$ cat src/rtl/seven_seg_pkg.sv
// Shared definitions for the seven-segment bus decoder and display-driver checks.
// Patterns are seg[6:0] active low, ordered g..a.
package seven_seg_pkg;

    localparam logic [6:0] SEG_0     = 7'h40;
    localparam logic [6:0] SEG_1     = 7'h79;
    localparam logic [6:0] SEG_2     = 7'h24;
    localparam logic [6:0] SEG_3     = 7'h30;
    localparam logic [6:0] SEG_4     = 7'h19;
    localparam logic [6:0] SEG_5     = 7'h12;
    localparam logic [6:0] SEG_6     = 7'h02;
    localparam logic [6:0] SEG_7     = 7'h78;
    localparam logic [6:0] SEG_8     = 7'h00;
    localparam logic [6:0] SEG_9     = 7'h10;
    localparam logic [6:0] SEG_BLANK = 7'h7F;

    localparam logic [3:0] DIG_NONE  = 4'hF;

    typedef enum logic [1:0] {
        ST_IDLE = 2'd0,
        ST_WAIT = 2'd1,
        ST_HOLD = 2'd2
    } state_t;

    // Exactly one digit select driven low.
    function automatic logic one_low(input logic [3:0] d);
        return (d == 4'hE) || (d == 4'hD) || (d == 4'hB) || (d == 4'h7);
    endfunction

    // Two or more digit selects driven low at once.
    function automatic logic multi_low(input logic [3:0] d);
        return $countones(~d) >= 2;
    endfunction

endpackage

$ cat src/rtl/seg_pattern_to_bcd.sv
// Maps an active-low 7-segment pattern to a BCD value with blank/illegal flags.
// Latency: combinational, zero cycles.
// Backpressure: none; pure function of the input pattern.
module seg_pattern_to_bcd
    import seven_seg_pkg::*;
(
    input  logic [6:0] seg,
    output logic [3:0] value,
    output logic       is_blank,
    output logic       is_err
);

    always_comb begin
        value    = 4'hF;
        is_blank = 1'b0;
        is_err   = 1'b0;
        case (seg)
            SEG_0:     value = 4'd0;
            SEG_1:     value = 4'd1;
            SEG_2:     value = 4'd2;
            SEG_3:     value = 4'd3;
            SEG_4:     value = 4'd4;
            SEG_5:     value = 4'd5;
            SEG_6:     value = 4'd6;
            SEG_7:     value = 4'd7;
            SEG_8:     value = 4'd8;
            SEG_9:     value = 4'd9;
            SEG_BLANK: is_blank = 1'b1;
            default:   is_err = 1'b1;
        endcase
    end

endmodule

$ cat src/rtl/seven_seg_bus_decoder.sv
// Reconstructs four BCD digits plus decimal points from a multiplexed active-low seg/dig bus.
// Latency: a stable input first sampled at edge 1 is captured at edge SETTLE+1.
// Backpressure: none; passive observer of the display bus.
module seven_seg_bus_decoder
    import seven_seg_pkg::*;
#(
    parameter int SETTLE = 4
) (
    input  logic        clk,
    input  logic        rst_n,
    input  logic [7:0]  seg_in,
    input  logic [3:0]  dig_in,
    output logic [15:0] digits,
    output logic [3:0]  dp,
    output logic [3:0]  digit_valid,
    output logic [3:0]  blank,
    output logic [3:0]  code_err,
    output logic        sel_err,
    output logic        frame_done
);

    localparam logic [7:0] SETTLE_C  = 8'(SETTLE);
    localparam logic [7:0] SETTLE_M1 = 8'(SETTLE - 1);

    logic [7:0] seg_s;
    logic [3:0] dig_s;
    logic [7:0] cnt;
    logic [3:0] seen;
    state_t     state;

    logic       same;
    logic       capture;
    logic [3:0] seen_set;
    logic [3:0] dec_val;
    logic       dec_blank;
    logic       dec_err;

    seg_pattern_to_bcd u_dec (
        .seg      (seg_s[6:0]),
        .value    (dec_val),
        .is_blank (dec_blank),
        .is_err   (dec_err)
    );

    assign same     = (seg_in == seg_s) && (dig_in == dig_s);
    // The edge where cnt would step to SETTLE is the capture edge.
    assign capture  = same && (state == ST_WAIT) && (cnt == SETTLE_M1);
    // In WAIT the sampled select is one-hot-low, so its inverse is the seen mask.
    assign seen_set = seen | ~dig_s;

    always_ff @(posedge clk) begin
        if (!rst_n) begin
            seg_s       <= 8'hFF;
            dig_s       <= DIG_NONE;
            cnt         <= 8'd0;
            state       <= ST_IDLE;
            seen        <= 4'd0;
            digits      <= 16'hFFFF;
            dp          <= 4'd0;
            digit_valid <= 4'd0;
            blank       <= 4'd0;
            code_err    <= 4'd0;
            sel_err     <= 1'b0;
            frame_done  <= 1'b0;
        end else begin
            frame_done <= 1'b0;
            if (!same) begin
                seg_s <= seg_in;
                dig_s <= dig_in;
                cnt   <= 8'd0;
                state <= one_low(dig_in) ? ST_WAIT : ST_IDLE;
                if (multi_low(dig_in))
                    sel_err <= 1'b1;
            end else begin
                if (cnt != SETTLE_C)
                    cnt <= cnt + 8'd1;
                if (capture) begin
                    state <= ST_HOLD;
                    for (int d = 0; d < 4; d++) begin
                        if (!dig_s[d]) begin
                            digits[4*d +: 4] <= dec_val;
                            dp[d]            <= ~seg_s[7];
                            digit_valid[d]   <= 1'b1;
                            blank[d]         <= dec_blank;
                            code_err[d]      <= dec_err;
                        end
                    end
                    if (seen_set == 4'hF) begin
                        seen       <= 4'd0;
                        frame_done <= 1'b1;
                    end else begin
                        seen <= seen_set;
                    end
                end
            end
        end
    end

endmodule

$ cat config.mk
export PLATFORM = sky130hd
export DESIGN_NAME = seven_seg_bus_decoder
export DESIGN_NICKNAME = d
export VERILOG_FILES = /design/src/rtl/seven_seg_pkg.sv /design/src/rtl/seg_pattern_to_bcd.sv /design/src/rtl/seven_seg_bus_decoder.sv
export SDC_FILE = /design/constraint.sdc
export NUM_CORES = 1
export LEC_CHECK = 0
export ABC_AREA = 0
export CORE_MARGIN = 2
export CORE_UTILIZATION = 50
export CTS_BUF_LIST = sky130_fd_sc_hd__clkbuf_16
export DETAILED_ROUTE_END_ITERATION = 8
export GPL_TIMING_DRIVEN = 0
export PLACE_DENSITY_LB_ADDON = 0.15
export SLEW_MARGIN = 10
export SYNTH_ARGS = -nofsm -noshare
export SYNTH_HDL_FRONTEND = slang
export SYNTH_HIERARCHICAL = 1
export SYNTH_SLANG_ARGS = --single-unit
$ cat constraint.sdc
create_clock -name clk -period 3.08 [get_ports clk]
set_clock_uncertainty 0.05 [all_clocks]
set_input_delay 0.308 -clock clk [delete_from_list [all_inputs] [get_ports clk]]
set_output_delay 0.308 -clock clk [all_outputs]
set_load 0.02 [all_outputs]
==> impl_metrics.csv <==
group,metric,value,unit
min_path,hold_path_startpoint,"seen[0]",
clock_tree,cts_buffer_count,9,
pwr,p_per_area,546,nW/um^2
synthesis,post_synth_main_area_contributors,"dfxtp_1, mux2i_1, xor2_1, nor2_1, nand2b_1",
layout,multiInputGateArea,1290,um^2
critical_path,worst_r2r_endpoint,"digits[4]",
place,gp_congestion,0.866,
critical_path,timing.reg2reg.worst_path_depth,6,
layout,final_nets,357,
drt,drt_iter0_drc,78,
synthesis,syn_avg_cell_area,9.48,um^2
critical_path,crit_type,"register to register",
min_path,worst_hold_path.endpoint,"seen[0]",
clock_tree,quantity_of_gates_resized_following_cts,0,
synthesis,synth_warnings,6,
layout,seq_area,1200,um^2
global_route,track_usage,0.207,
outcome,status,"finished, final reports clean",
floorplanning,io_pins,48,
clock_tree,h-tree-depth,3,
floorplanning,core,5110,um^2
timing,setup_viol_count_final,0,
synthesis,count_of_cell_types_in_the_netlist,44,
timing,hold_ws,389,ps
timing,hold_viol_final,0,
flow_run,max_cap_viol_count,0,
synthesis,synth_most_common_cell,"dfxtp_1",
synthesis,synth.top_cell.area_share,0.454,
layout,fin_area,3510,um^2
timing,max-slew-margin-rel,0.642,
clock_tree,cts.sink_count,60,
critical_path,rr_startpoint,"seg_s[4]",
synthesis,synth_compound_gate_area_share,0.0624,
timing,layout_min_cycle_time,2360,ps
synthesis,yosys-mux-area-fraction,0.110,
global_route,grt_pass1_wl,9600,um
global_route,globalRouteOverflowTotal,0,
timing,final.setup.worst_slack,717,ps
critical_path,cp-end-kind,"register",
critical_path,required,3220,ps
critical_path,worst-path-max-fanout,9,
critical_path,reg2reg_setup_slack,720,ps
place,io_buffers,47,
layout,finish.utilization,0.687,
timing,grt_setup_unrepaired,"no",
clock_tree,worstSkewPairLatency,320,ps
layout,n_antenna_cell,0,
synthesis,synth_top_family_by_area,"simple AND/OR/NAND/NOR gates",
drt,detail-route-antenna-nets,0,
timing,max_freq,423,MHz
critical_path,critPathLaunchType,"register",
critical_path,arrival,2500,ps
drt,drtPass1Iterations,4,
floorplanning,fp.dieH,76.7,um
clock_tree,worst_setup_hold_path_clk_slew,50,ps
pwr,power.ir.vdd_worst,450,uV
floorplanning,start_util,0.518,
min_path,whs_path_depth,2,
place,dpl.hpwl,3980,um
floorplanning,num_rows,26,
timing,setup_tns,0,ps
global_route,number_of_antenna_violations_at_the_first_check_in_global_routing,0,
synthesis,synthSimpleGateAreaFrac,0.211,
global_route,grt_start_max_net_pins,11,
synthesis,async_reset_ff_frac,0,
timing,final_max_slew_viol_count,0,
min_path,hold_class,"register to register",
synthesis,synth_ff_type,"dfxtp_1",
drt,drt-vias-per-instance,5.00,
clock_tree,post_cts_setup_buffer_count,0,
synthesis,post_synth_top_area_cell,"dfxtp_1",
place,place_ws,426,ps
floorplanning,die_width,76.7,um
clock_tree,clock_tree.root_cell,"clkbuf_16",
drt,avgRoutedWirePerCell,13.6,um
layout,fillCellCount,407,
timing,min_period_over_period,0.767,
clock_tree,cts_hold_buf,0,
pwr,leakage,1.48,nW
synthesis,synth_commonest_cells,"dfxtp_1, nor2_1, mux2i_1",
synthesis,synth_xor_area_frac,0.0728,
synthesis,synth_enable_flop_cells,0,
synthesis,syn_nets,299,
floorplanning,die-area,5890,um^2
synthesis,synth_adder_area_share,0.0312,
drt,dr_total_vias,2053,
timing,tightestPinTransition,532,ps
drt,drt_wl_total,5570,um
synthesis,postSynthCellCount,279,
clock_tree,buffers_from_clock_root_to_sink_at_most,2,
synthesis,synth-seq-cells,60,
synthesis,synth_sequential_area_ratio,0.454,
global_route,first_global_vias,2016,
clock_tree,cts_tree,"yes",
synthesis,syn-cell-area,2650,um^2
place,dpl_cell_area,3200,um^2
layout,layout-drive-gt1-share,0.0938,
drt,detail_route.drc_violations,0,
layout,area.growth.synth_to_final,32.7,%
## cell families after synthesis
kind of cell    count (synthesis)
simple gates                  107
flops                          60
buf+inv                        30
mux                            29
compound gates                 25
xor+xnor                       22
fa+ha+maj                       6
## worst max path at each step
| stage | start | cells after the start | to |
|---|---|---|---|
| after floorplan | cnt[3] | 5 | digits[0] |
| after global placement | dig_in[1] | 7 | digits[13] |
| after detailed placement | seg_in[2] | 7 | digits[4] |
| after CTS | seg_s[4] | 6 | digits[4] |
| after global routing | seg_s[4] | 6 | digits[15] |
| final | seg_s[4] | 6 | digits[4] |
## layer usage
metal  wire length (um)  global-route usage  up-vias  part of all wire
met5                  0                   0        -                 0
met4                125               0.104        0             0.022
met3                182              0.0329       10             0.033
met2               2760               0.350       44              0.50
met1               2500               0.255      947              0.45
li1                   -                   -     1052                 -
## report_power, final
part | internal (mW) | total [mW] | switching, mW
clock | 0.696 | 1.02 | 0.325
sequential | 0.788 | 0.800 | 0.0118
combinational | 0.0463 | 0.0971 | 0.0508
total | 1.53 | 1.92 | 0.387
## layout make-up
type                    instances  share of cell area
plain buffers                  13              0.0253
well taps                      70              0.0250
flip-flops and latches         60               0.342
inverters                      17              0.0182
repair buffers                 47               0.134
clock inverters                 6              0.0232
clock buffers                   9              0.0642
multi-input cells             189               0.368
## registers in the layout, summed over array words and instances (netlist names)
name,cells
cnt,8
seg_s,8
sel_err,1
digits,16
blank,4
code_err,4
state,2
frame_done,1
digit_valid,4
seen,4
dp,4
dig_s,4
## metrics by stage
| stage | power [mW] | instances |
|---|---|---|
| floorplan | 0.872 | 279 |
| global placement | 0.910 | 396 |
| detailed placement | 0.912 | 396 |
| CTS | 1.93 | 411 |
| global route | 1.98 | 411 |
| finish | 1.92 | 411 |
## worst max-delay path: stages (launching register included)
cell	delay (ps)
dfxtp_1	510
xor2_1	120
nor4_1	480
nand3_1	350
or3_1	440
buf_6	160
mux2i_1	120
## cell usage in the layout (no fill, tap or decap), types with 2 or more instances in the layout
cell type,instances
a31oi_1,2
ha_1,5
nor3_1,3
nand3_1,4
a21boi_1,4
a21oi_1,11
clkdlybuf4s50_1,47
xor2_1,16
nor4_1,4
clkbuf_1,5
nand3b_1,2
nor2_1,35
inv_1,17
buf_2,2
nand2_1,21
clkbuf_16,9
nand4_1,4
o22ai_1,2
or4_4,2
clkinv_2,2
or3_1,6
mux2i_1,28
a211oi_1,2
buf_6,5
nand2b_1,13
xnor2_1,6
bufinv_16,2
nor3b_1,2
dfxtp_1,60
No activity file was read; power rests on OpenSTA's default activity.
